<file path="config.mk">
export PLATFORM = sky130hd
export DESIGN_NAME = ex_muldiv_unit
export DESIGN_NICKNAME = d
export VERILOG_FILES = /design/src/rtl/ex_muldiv_unit.sv
export SDC_FILE = /design/constraint.sdc
export NUM_CORES = 1
export LEC_CHECK = 0
export CAP_MARGIN = 15
export CORE_MARGIN = 4
export CORE_UTILIZATION = 55
export CTS_BUF_LIST = sky130_fd_sc_hd__clkbuf_4
export DETAILED_ROUTE_END_ITERATION = 8
export PLACE_DENSITY = 0.79
export REMOVE_ABC_BUFFERS = 1
export SKIP_CTS_REPAIR_TIMING = 1
export SYNTH_ARGS = -nofsm -noshare
export SYNTH_HDL_FRONTEND = slang
export SYNTH_SLANG_ARGS = --single-unit
</file>
<file path="constraint.sdc">
create_clock -name i_clk -period 3.33 [get_ports i_clk]
set_clock_uncertainty 0.2 [all_clocks]
set_input_delay 0.4995 -clock i_clk [delete_from_list [all_inputs] [get_ports i_clk]]
set_output_delay 0.4995 -clock i_clk [all_outputs]
set_load 0.02 [all_outputs]
</file>
<file path="src/rtl/ex_muldiv_unit.sv">
// Iterative MULT/MULTU/DIV/DIVU unit for the EX stage, one bit per cycle, owning HI/LO.
// Also services MTHI/MTLO writes and raises a stall while an operation is in flight.
module ex_muldiv_unit #(
  parameter int DATA_SZ = 32
) (
  input  logic               i_clk,
  input  logic               i_reset,
  input  logic               i_enable,
  input  logic               i_start,
  input  logic [1:0]         i_op,
  input  logic [DATA_SZ-1:0] i_rs_data,
  input  logic [DATA_SZ-1:0] i_rt_data,
  input  logic               i_hilo_read,
  input  logic               i_mthi,
  input  logic               i_mtlo,
  output logic [DATA_SZ-1:0] o_hi,
  output logic [DATA_SZ-1:0] o_lo,
  output logic               o_busy,
  output logic               o_done,
  output logic               o_stall,
  output logic [1:0]         o_state
);

  localparam int CW = $clog2(DATA_SZ);

  typedef enum logic [1:0] {
    S_IDLE = 2'd0,
    S_RUN  = 2'd1,
    S_FIN  = 2'd2
  } state_t;

  state_t               state_q, state_d;
  logic [CW-1:0]        cnt_q, cnt_d;
  logic [DATA_SZ-1:0]   a_q, a_d, b_q, b_d, araw_q, araw_d;
  logic [DATA_SZ-1:0]   hi_q, hi_d, lo_q, lo_d;
  logic [2*DATA_SZ-1:0] acc_q, acc_d;
  logic                 is_div_q, is_div_d, neg_q, neg_d;
  logic                 dneg_q, dneg_d, bzero_q, bzero_d, done_q, done_d;

  logic                 is_signed;
  logic [DATA_SZ-1:0]   a_mag, b_mag;
  logic [DATA_SZ:0]     mul_sum;
  logic [DATA_SZ:0]     rem_sh;
  logic [DATA_SZ+1:0]   rem_diff;
  logic [2*DATA_SZ-1:0] prod_fix;
  logic [DATA_SZ-1:0]   quo_fix, rem_fix;

  always_comb begin
    is_signed = ~i_op[0];
    a_mag     = (is_signed && i_rs_data[DATA_SZ-1]) ? -i_rs_data : i_rs_data;
    b_mag     = (is_signed && i_rt_data[DATA_SZ-1]) ? -i_rt_data : i_rt_data;
    // Multiply: add into the upper half, then shift the whole product right.
    mul_sum   = {1'b0, acc_q[2*DATA_SZ-1:DATA_SZ]} + {1'b0, (b_q[0] ? a_q : '0)};
    // Divide: upper half is the partial remainder, lower half collects quotient bits.
    rem_sh    = {acc_q[2*DATA_SZ-1:DATA_SZ], a_q[DATA_SZ-1]};
    rem_diff  = {1'b0, rem_sh} - {2'b00, b_q};
    prod_fix  = neg_q ? -acc_q : acc_q;
    quo_fix   = neg_q ? -acc_q[DATA_SZ-1:0] : acc_q[DATA_SZ-1:0];
    rem_fix   = dneg_q ? -acc_q[2*DATA_SZ-1:DATA_SZ] : acc_q[2*DATA_SZ-1:DATA_SZ];
  end

  always_comb begin
    state_d  = state_q;
    cnt_d    = cnt_q;
    a_d      = a_q;
    b_d      = b_q;
    araw_d   = araw_q;
    hi_d     = hi_q;
    lo_d     = lo_q;
    acc_d    = acc_q;
    is_div_d = is_div_q;
    neg_d    = neg_q;
    dneg_d   = dneg_q;
    bzero_d  = bzero_q;
    done_d   = 1'b0;
    case (state_q)
      S_IDLE: begin
        if (i_start) begin
          a_d      = a_mag;
          b_d      = b_mag;
          araw_d   = i_rs_data;
          is_div_d = i_op[1];
          neg_d    = is_signed & (i_rs_data[DATA_SZ-1] ^ i_rt_data[DATA_SZ-1]);
          dneg_d   = is_signed & i_rs_data[DATA_SZ-1];
          bzero_d  = (i_rt_data == '0);
          acc_d    = '0;
          cnt_d    = '0;
          state_d  = S_RUN;
        end else begin
          if (i_mthi) hi_d = i_rs_data;
          if (i_mtlo) lo_d = i_rs_data;
        end
      end
      S_RUN: begin
        if (is_div_q) begin
          acc_d = rem_diff[DATA_SZ+1]
                ? {rem_sh[DATA_SZ-1:0], acc_q[DATA_SZ-2:0], 1'b0}
                : {rem_diff[DATA_SZ-1:0], acc_q[DATA_SZ-2:0], 1'b1};
          a_d   = a_q << 1;
        end else begin
          acc_d = {mul_sum, acc_q[DATA_SZ-1:1]};
          b_d   = b_q >> 1;
        end
        if (cnt_q == CW'(DATA_SZ - 1)) state_d = S_FIN;
        else                           cnt_d   = cnt_q + 1'b1;
      end
      S_FIN: begin
        if (!is_div_q) begin
          {hi_d, lo_d} = prod_fix;
        end else if (bzero_q) begin
          hi_d = araw_q;
          lo_d = '1;
        end else begin
          hi_d = rem_fix;
          lo_d = quo_fix;
        end
        done_d  = 1'b1;
        state_d = S_IDLE;
      end
      default: state_d = S_IDLE;
    endcase
  end

  always_ff @(posedge i_clk) begin
    if (i_reset) begin
      state_q  <= S_IDLE;
      cnt_q    <= '0;
      a_q      <= '0;
      b_q      <= '0;
      araw_q   <= '0;
      hi_q     <= '0;
      lo_q     <= '0;
      acc_q    <= '0;
      is_div_q <= 1'b0;
      neg_q    <= 1'b0;
      dneg_q   <= 1'b0;
      bzero_q  <= 1'b0;
      done_q   <= 1'b0;
    end else if (i_enable) begin
      state_q  <= state_d;
      cnt_q    <= cnt_d;
      a_q      <= a_d;
      b_q      <= b_d;
      araw_q   <= araw_d;
      hi_q     <= hi_d;
      lo_q     <= lo_d;
      acc_q    <= acc_d;
      is_div_q <= is_div_d;
      neg_q    <= neg_d;
      dneg_q   <= dneg_d;
      bzero_q  <= bzero_d;
      done_q   <= done_d;
    end
  end

  // Handshake: o_stall asks upstream to hold its instruction; anything presented while busy is ignored.
  assign o_hi    = hi_q;
  assign o_lo    = lo_q;
  assign o_busy  = (state_q != S_IDLE);
  assign o_done  = done_q;
  assign o_stall = o_busy && (i_start || i_hilo_read || i_mthi || i_mtlo);
  assign o_state = state_q;

endmodule

</file>
==> results of run 1 <==
worst max-delay path by stage:
stage                     depth (start not counted)                   from  slack (ns)                     end
after global routing                             16    b_q[0]$_SDFFE_PP0P_       -0.26  acc_q[55]$_SDFFE_PP0P_
after floorplan                                   4  is_div_q$_SDFFE_PP0P_       -2.28     b_q[1]$_SDFFE_PP0P_
after detailed placement                         10           i_rs_data[5]       -0.43    a_q[31]$_SDFFE_PP0P_
after global placement                           10           i_rs_data[5]       -0.43    a_q[31]$_SDFFE_PP0P_
after CTS                                        13   a_q[31]$_SDFFE_PP0P_       -0.32  acc_q[62]$_SDFFE_PP0P_
final                                            16    b_q[0]$_SDFFE_PP0P_       -0.18  acc_q[55]$_SDFFE_PP0P_
kinds of logic (layout without fill, tap and decap cells):
| kind of cell | count (synthesis) | in the layout |
|---|---|---|
| buf+inv | 285 | 664 |
| other cells | 0 | 2 |
| compound gates | 760 | 760 |
| xor+xnor | 181 | 181 |
| flops | 236 | 236 |
| simple gates | 851 | 851 |
| mux | 56 | 56 |
| fa+ha+maj | 73 | 73 |
worst reg2reg max path: cells and delay by family, from the launching register on:
family	cells	cell delay, ns
adder cells (fa/ha/maj)	2	0.37
AND/OR/NAND/NOR	3	0.24
XOR/XNOR	1	0.12
flip-flops	1	0.35
AO/OA/AOI/OAI	6	1.58
buffers and inverters	4	0.52
cell type report:
class	instances	share of cell area (%)
Antenna cell	2	0.0215
Clock buffer	95	3.06
Clock inverter	13	0.215
Inverter	79	1.30
Multi-Input combinational cell	1921	55.1
Sequential cell	236	20.4
Tap cell	435	2.34
Timing Repair Buffer	477	17.6
power groups by stage:
stage / Sequential (µW) / Combinational (µW) / Clock (µW)
detailed placement: 3080 / 1720 / 0
finish: 3020 / 1950 / 2610
CTS: 3020 / 1730 / 2620
floorplan: 3120 / 856 / 0
global route: 3040 / 2070 / 2780
global placement: 3080 / 1690 / 0
synthesized netlist by cell type, drive strengths merged, types with 19 or more instances:
cell	n
nand2	320
a21oi	285
dfxtp	236
nor2	224
clkbuf	181
o21ai	130
xnor2	114
o221ai	81
inv	78
nor3	74
ha	71
xor2	67
mux2i	51
and2	38
nand3	34
a211oi	30
o211ai	28
o31ai	28
buf	25
nor4	23
nand2b	21
nor2b	21
a21o	19
o21a	19
or3	19
or4	19
per-layer routing:
layer  global-route usage, %  vias to the layer above
li1                        -                     9485
met2                    55.2                     1246
met4                    9.99                        0
met3                    9.00                      182
met5                       0                        -
met1                    51.6                     9796
state kept, by name, summed over array words and instances (netlist names), 2 cells and up:
name     count
araw_q      32
o_hi        32
cnt_q        5
o_state      2
b_q         32
o_lo        32
a_q         32
acc_q       64
stage by stage:
step                      setup WS (ns)  cells
after detailed placement         -0.428   3119
after global routing             -0.260   3258
after floorplan                   -2.28   2236
final                            -0.180   3258
after global placement           -0.426   3119
after CTS                        -0.321   3227
==> implementation parameters, run 1 <==
Parameter                              Value

CTS
  Number of buffers created by CTS    69
  Root buffer cell    clkbuf_4
  Max H-tree Level    3
  Skew-Pair Late Insertion Delay    0.76 ns
  Number of buffers on the longest clock path    3
  Clock tree from TritonCTS    yes
  CTS Sinks    236
  Post-CTS clock slew at the launch and capture registers of the worst setup and hold paths    0.07 ns

Logic synthesis
  Biggest area contributors in the synthesized netlist    dfxtp_1, a21oi_1, nand2_1
  Post-synthesis adder-cell area fraction    5.20%
  Count of mapped cells out of synthesis    2442
  Cell area after technology mapping    17900 µm²
  Ys async rst share    0%
  Synth unique cells    83
  Compound-gate portion of the synthesized area    27.7%
  Mapped Avg Cell Area    7.32 µm²
  Xor/xnor cell area share of the yosys netlist    8.87%
  Mux share of post-synthesis cell area    3.17%
  Post-synth EDFFs    0
  Sequential share of the synthesized area    26.4%
  Library cell with the largest summed area after synthesis    dfxtp_1
  Top-area cell type share of the netlist area    26.4%
  Number of flip-flops and latches in the synthesized netlist    236
  Area share of and/or/nand/nor cells after synthesis    22.4%
  Ys Warns    0
  Main synth FF type    dfxtp_1
  Main combinational cell family by area after synthesis    compound AO/OA/AOI/OAI gates

Min path
  Origin of the worst min-delay path    i_op[1]
  Hold WC Path Type    primary input to flip-flop
  Number of stages on the worst hold path    3
  Worst-case hold path end point    is_div_q$_SDFFE_PP0P_

Worst setup path
  Critical path's top delay family    compound AO/OA/AOI/OAI gates
  Data arrival, critical path    3.95 ns
  Worst Path Class, Setup    flip-flop to flip-flop
  Endpoint required time on the critical path    3.77 ns
  Max stage delay on crit path    0.36 ns
  Total buffers and inverters traversed by the critical path    4
  Worst-path maximum fanout    5
  Crit start category    flip-flop
  R2R Path Start    b_q[0]$_SDFFE_PP0P_
  Minimum setup slack among reg-to-reg paths    -0.18 ns
  Worst flop-to-flop path endpoint    acc_q[55]$_SDFFE_PP0P_
  CP Cell Sequence    buf_6 > and2_4 > ha_4 > inv_2 > fa_2 > nor2b_2 > o31a_1 > o31a_1 > o31ai_2 > buf_4 > a311oi_4 > a211o_1 > buf_4 > xnor2_2 > nor2_1 > a221o_1
  Cells on worst reg2reg path    16
  CP max-delay cell    a211o_1
  Critical path capture point type    flip-flop

Layout
  Post-route design area    23300 µm²
  Area growth from synthesis to layout    30.3%
  Core utilization of the finished layout    73.2%
  Seq. cell area    4750 µm²
  Number of fill cells in the layout    2553
  Multi-input combinational cell area    12800 µm²
  Most common library cell in the layout ignoring fill and taps    buf_4
  Post-layout net count    2930
  Most frequent cells in the layout    buf_4, nand2_1, a21oi_1
  Share of post-route cells with drive strength above 1    21.4%

Drt
  Vias    20709
  Wire length on met2    30000 µm
  Final wirelength    69500 µm
  Wire length on met3    7980 µm
  Mean number of vias per cell    6.36
  ANT nets after route    0
  Metal-1 WL    29500 µm
  Routed len/inst    21.3 µm
  Highest routing layer actually used    met4
  Iteration count of the initial detailed-routing pass    8
  Detailed Route Iter0 Violations    2249
  Post-route DRC violation count    0

Floorplanning
  Core footprint    31800 µm²
  # rows    65
  Floorplan die height    188 µm
  Die ar.    35400 µm²
  Number of top-level design ports    142
  Die Span X    188 µm
  Initial core utilization    56.2%

STA
  RSZ-0062 raised after global routing    yes
  Number of failing setup endpoints in the final timing report    13
  Worst hold margin    0.151 ns
  Worst-Margin Slew    1.01 ns
  Final Hold Violating Endpoints    0
  Final Cycle Share    105%
  Shortest clock period the worst path allows after layout    3.51 ns
  Final Max Slew Viols    0
  Total negative slack    -0.710 ns
  Max-Slew Margin vs Limit    32.5%
  Max Freq    285 MHz
  Final setup margin    -0.180 ns

Global routing
  Overall overflow remaining after global route    0
  Vias in the first global route    19168
  Total track usage    36.4%
  Number of antenna violations at the first check in global routing    1
  First-pass GRT wire length    105000 µm
  Pin count of the biggest net entering global routing    87

Power
  Cell-internal power    5080 µW
  Power share of the sequential group    39.9%
  PwrDens    326 nW/µm²
  Switching Power    2510 µW
  Clock share of power    34.5%
  Switch share    33.1%
  Power share of the combinational group    25.7%
  Maximum vdd drop    0.278 mV
  Leakage power total    0.00917 µW
  Total chip power    7580 µW

Run status
  Failing checks    setup timing
  Result of the run    finished, violations left

Placed design
  Post-placement cell area    21400 µm²
  Placed wire-length estimate    50500 µm
  I/O Buffers    141
  RePlAce Congestion    0.991

Run
  Max-capacitance violation count    0
(Power assumes the default switching activity.)
==> run 2: changes to the inputs <==
==> config.mk (replaced) <==
export PLATFORM = sky130hd
export DESIGN_NAME = ex_muldiv_unit
export DESIGN_NICKNAME = d
export VERILOG_FILES = /design/src/rtl/ex_muldiv_unit.sv
export SDC_FILE = /design/constraint.sdc
export NUM_CORES = 1
export LEC_CHECK = 0
export CAP_MARGIN = 40
export CORE_MARGIN = 4
export CORE_UTILIZATION = 62
export CTS_BUF_LIST = sky130_fd_sc_hd__clkbuf_4
export DETAILED_ROUTE_END_ITERATION = 8
export PLACE_DENSITY = 0.84
export REMOVE_ABC_BUFFERS = 1
export SKIP_CTS_REPAIR_TIMING = 1
export SLEW_MARGIN = 20
export SYNTH_ARGS = -nofsm -noshare
export SYNTH_HDL_FRONTEND = slang
export SYNTH_SLANG_ARGS = --single-unit
==> constraint.sdc (replaced) <==
create_clock -name i_clk -period 4.5 [get_ports i_clk]
set_clock_uncertainty 0.2 [all_clocks]
set_input_delay 0.675 -clock i_clk [delete_from_list [all_inputs] [get_ports i_clk]]
set_output_delay 0.675 -clock i_clk [all_outputs]
set_load 0.02 [all_outputs]
==> run 2 against run 1 <==
The flow now finishes without violations. Core utilization is 0.43 points lower. Routed wire length is 6.9% lower. Combinational power shrank 41%. Via count fell by 4.2%. Die area shrank 11%. Clock power shrank 21%. Largest power group unchanged. First-iteration DRC count is 22% higher. Total power fell by 28%. Highest routed layer unchanged. Sequential share of layout area increased by 2.8 points. Setup slack improved by 0.60 ns.
==> implementation parameters, run 2 (synthesis results as in run 1) <==
Parameter                              Value

Power
  Total chip power    5470 µW (was 7580 µW)
  Leakage power total    0.00774 µW (was 0.00917 µW)
  Maximum vdd drop    0.284 mV (was 0.278 mV)
  PwrDens    268 nW/µm² (was 326 nW/µm²)

Floorplanning
  # rows    61 (was 65)
  Core footprint    28100 µm² (was 31800 µm²)
  Floorplan die height    178 µm (was 188 µm)
  Number of top-level design ports    142 (unchanged)
  Die ar.    31600 µm² (was 35400 µm²)
  Die Span X    178 µm (was 188 µm)
  Initial core utilization    63.6% (was 56.2%)

Worst setup path
  Worst Path Class, Setup    flip-flop to flip-flop (unchanged)
  Crit start category    flip-flop (unchanged)
  Worst flop-to-flop path endpoint    acc_q[59]$_SDFFE_PP0P_ (was acc_q[55]$_SDFFE_PP0P_)
  Cells on worst reg2reg path    15 (was 16)
  Data arrival, critical path    4.46 ns (was 3.95 ns)
  Minimum setup slack among reg-to-reg paths    0.42 ns (was -0.18 ns)
  Endpoint required time on the critical path    4.88 ns (was 3.77 ns)
  Max stage delay on crit path    0.40 ns (was 0.36 ns)
  Critical path capture point type    flip-flop (unchanged)
  Critical path's top delay family    compound AO/OA/AOI/OAI gates (unchanged)
  R2R Path Start    b_q[0]$_SDFFE_PP0P_ (unchanged)
  CP max-delay cell    fa_1 (was a211o_1)
  Total buffers and inverters traversed by the critical path    3 (was 4)
  Worst-path maximum fanout    32 (was 5)
  CP Cell Sequence    buf_4 > and2_1 > ha_1 > inv_1 > fa_1 > nor2b_1 > o31a_1 > o31a_1 > o31ai_1 > buf_4 > a311oi_2 > a211o_1 > a41oi_1 > mux2i_1 > a311oi_1 (was buf_6 > and2_4 > ha_4 > inv_2 > fa_2 > nor2b_2 > o31a_1 > o31a_1 > o31ai_2 > buf_4 > a311oi_4 > a211o_1 > buf_4 > xnor2_2 > nor2_1 > a221o_1)

Layout
  Most frequent cells in the layout    nand2_1, a21oi_1, dfxtp_1 (was buf_4, nand2_1, a21oi_1)
  Post-layout net count    2667 (was 2930)
  Share of post-route cells with drive strength above 1    9.18% (was 21.4%)
  Area growth from synthesis to layout    14.4% (was 30.3%)
  Seq. cell area    4730 µm² (was 4750 µm²)
  Top register by number of flip-flops    acc_q (unchanged)
  Multi-input combinational cell area    12100 µm² (was 12800 µm²)
  Most common library cell in the layout ignoring fill and taps    nand2_1 (was buf_4)
  Number of fill cells in the layout    2323 (was 2553)
  Largest register FFs    64 (unchanged)

Drt
  Iteration count of the initial detailed-routing pass    7 (was 8)
  Routed len/inst    21.9 µm (was 21.3 µm)
  Mean number of vias per cell    6.72 (was 6.36)
  ANT nets after route    0 (unchanged)
  Vias    19834 (was 20709)
  Post-route DRC violation count    0 (unchanged)
  Detailed Route Iter0 Violations    2755 (was 2249)
  Final wirelength    64700 µm (was 69500 µm)

STA
  RSZ-0062 raised after global routing    no (was yes)
  Number of failing setup endpoints in the final timing report    0 (was 13)
  Final Max Slew Viols    0 (unchanged)
  Worst-Margin Slew    0.943 ns (was 1.01 ns)
  Final Hold Violating Endpoints    0 (unchanged)
  Max-Slew Margin vs Limit    36.6% (was 32.5%)
  Final Cycle Share    90.6% (was 105%)
  Max Freq    245 MHz (was 285 MHz)
  Shortest clock period the worst path allows after layout    4.08 ns (was 3.51 ns)
  Final setup margin    0.421 ns (was -0.180 ns)

Min path
  Hold WC Path Type    primary input to flip-flop (unchanged)
  Origin of the worst min-delay path    i_reset (was i_op[1])
  Number of stages on the worst hold path    2 (was 3)
  Worst-case hold path end point    cnt_q[0]$_SDFFE_PP0P_ (was is_div_q$_SDFFE_PP0P_)

Placed design
  I/O Buffers    141 (unchanged)
  Setup slack after placement    0.405 ns (was -0.428 ns)
  Placed wire-length estimate    47500 µm (was 50500 µm)
  RePlAce Congestion    1.04 (was 0.991)

CTS
  Clock tree from TritonCTS    yes (unchanged)
  Root buffer cell    clkbuf_4 (unchanged)
  Post-CTS clock slew at the launch and capture registers of the worst setup and hold paths    0.07 ns (about the same)
  Number of buffers on the longest clock path    3 (unchanged)
  Number of buffers created by CTS    68 (was 69)
  Skew-Pair Late Insertion Delay    0.71 ns (was 0.76 ns)
  CTS Sinks    236 (unchanged)
  Max H-tree Level    3 (unchanged)

Global routing
  Vias in the first global route    18495 (was 19168)
  Pin count of the biggest net entering global routing    68 (was 87)
  First-pass GRT wire length    101000 µm (was 105000 µm)
  Overall overflow remaining after global route    0 (unchanged)
  Number of antenna violations at the first check in global routing    1 (unchanged)
  Total track usage    40.0% (was 36.4%)

Run status
  Result of the run    finished, final reports clean (was finished, violations left)

Run
  Max-capacitance violation count    0 (unchanged)
## run 2: changes by cell type in the layout (fill, tap and decap cells not counted), sizes merged
cell,change
clkinvlp,+1
diode,-1
clkbuf,-3
clkinv,+10
buf,-259
inv,+1
dlygate4sd3,-1
bufinv,+1
## run 2: where the power goes
part | internal, µW | total, µW | switching (µW)
registers | 2170 | 2250 | 73.9
clock network | 1030 | 2070 | 1040
logic | 437 | 1160 | 722
total | 3640 | 5470 | 1830
## run 2: worst max path at each step
stage                     startpoint                endpoint  slack [ns]  cells after the start
6_report         b_q[0]$_SDFFE_PP0P_  acc_q[59]$_SDFFE_PP0P_        0.42                     15
5_1_grt          b_q[0]$_SDFFE_PP0P_  acc_q[62]$_SDFFE_PP0P_        0.13                     13
3_3_place_gp            i_rt_data[0]    b_q[28]$_SDFFE_PP0P_        0.58                     11
4_1_cts          b_q[0]$_SDFFE_PP0P_  acc_q[59]$_SDFFE_PP0P_        0.32                     15
3_5_place_dp     b_q[0]$_SDFFE_PP0P_  acc_q[59]$_SDFFE_PP0P_        0.40                     15
2_1_floorplan  is_div_q$_SDFFE_PP0P_     b_q[1]$_SDFFE_PP0P_       -1.11                      4
## run 2: worst register-to-register path, stage by stage, from the launching register on
cell and delay (ns):
dfxtp_1 0.36, buf_4 0.29, and2_1 0.20, ha_1 0.20, inv_1 0.07, fa_1 0.40
nor2b_1 0.20, o31a_1 0.22, o31a_1 0.25, o31ai_1 0.11, buf_4 0.17, a311oi_2 0.38
a211o_1 0.23, a41oi_1 0.22, mux2i_1 0.19, a311oi_1 0.28
## run 2: stage by stage
stage          util, %  hold WS [ns]  cell area [µm²]  std cells  setup TNS [ns]
3_5_place_dp      69.7         0.244            19600       2827               0
3_3_place_gp      69.6         0.239            19500       2826               0
6_report          72.8         0.168            20400       2950               0
5_1_grt           72.8         0.187            20400       2950               0
4_1_cts           72.7         0.146            20400       2947               0
2_1_floorplan        -         0.225            17100       2236          -62.94
## run 2: cell type report
type | count | area share, %
multi-input combinational | 1921 | 59.2
sequential | 236 | 23.1
timing repair buffer | 215 | 9.77
clock buffer | 94 | 3.45
tap | 378 | 2.31
inverter | 79 | 1.45
clock inverter | 26 | 0.698
antenna | 1 | 0.0122
## run 2: metal layers
metal  share of wire, %  up-vias  GRT usage, %
li1                   -     8993             -
met1                 41     9208          55.9
met2                 42     1381          59.1
met3                 13      252          10.3
met4                4.5        0          15.2
met5                  0        -             0
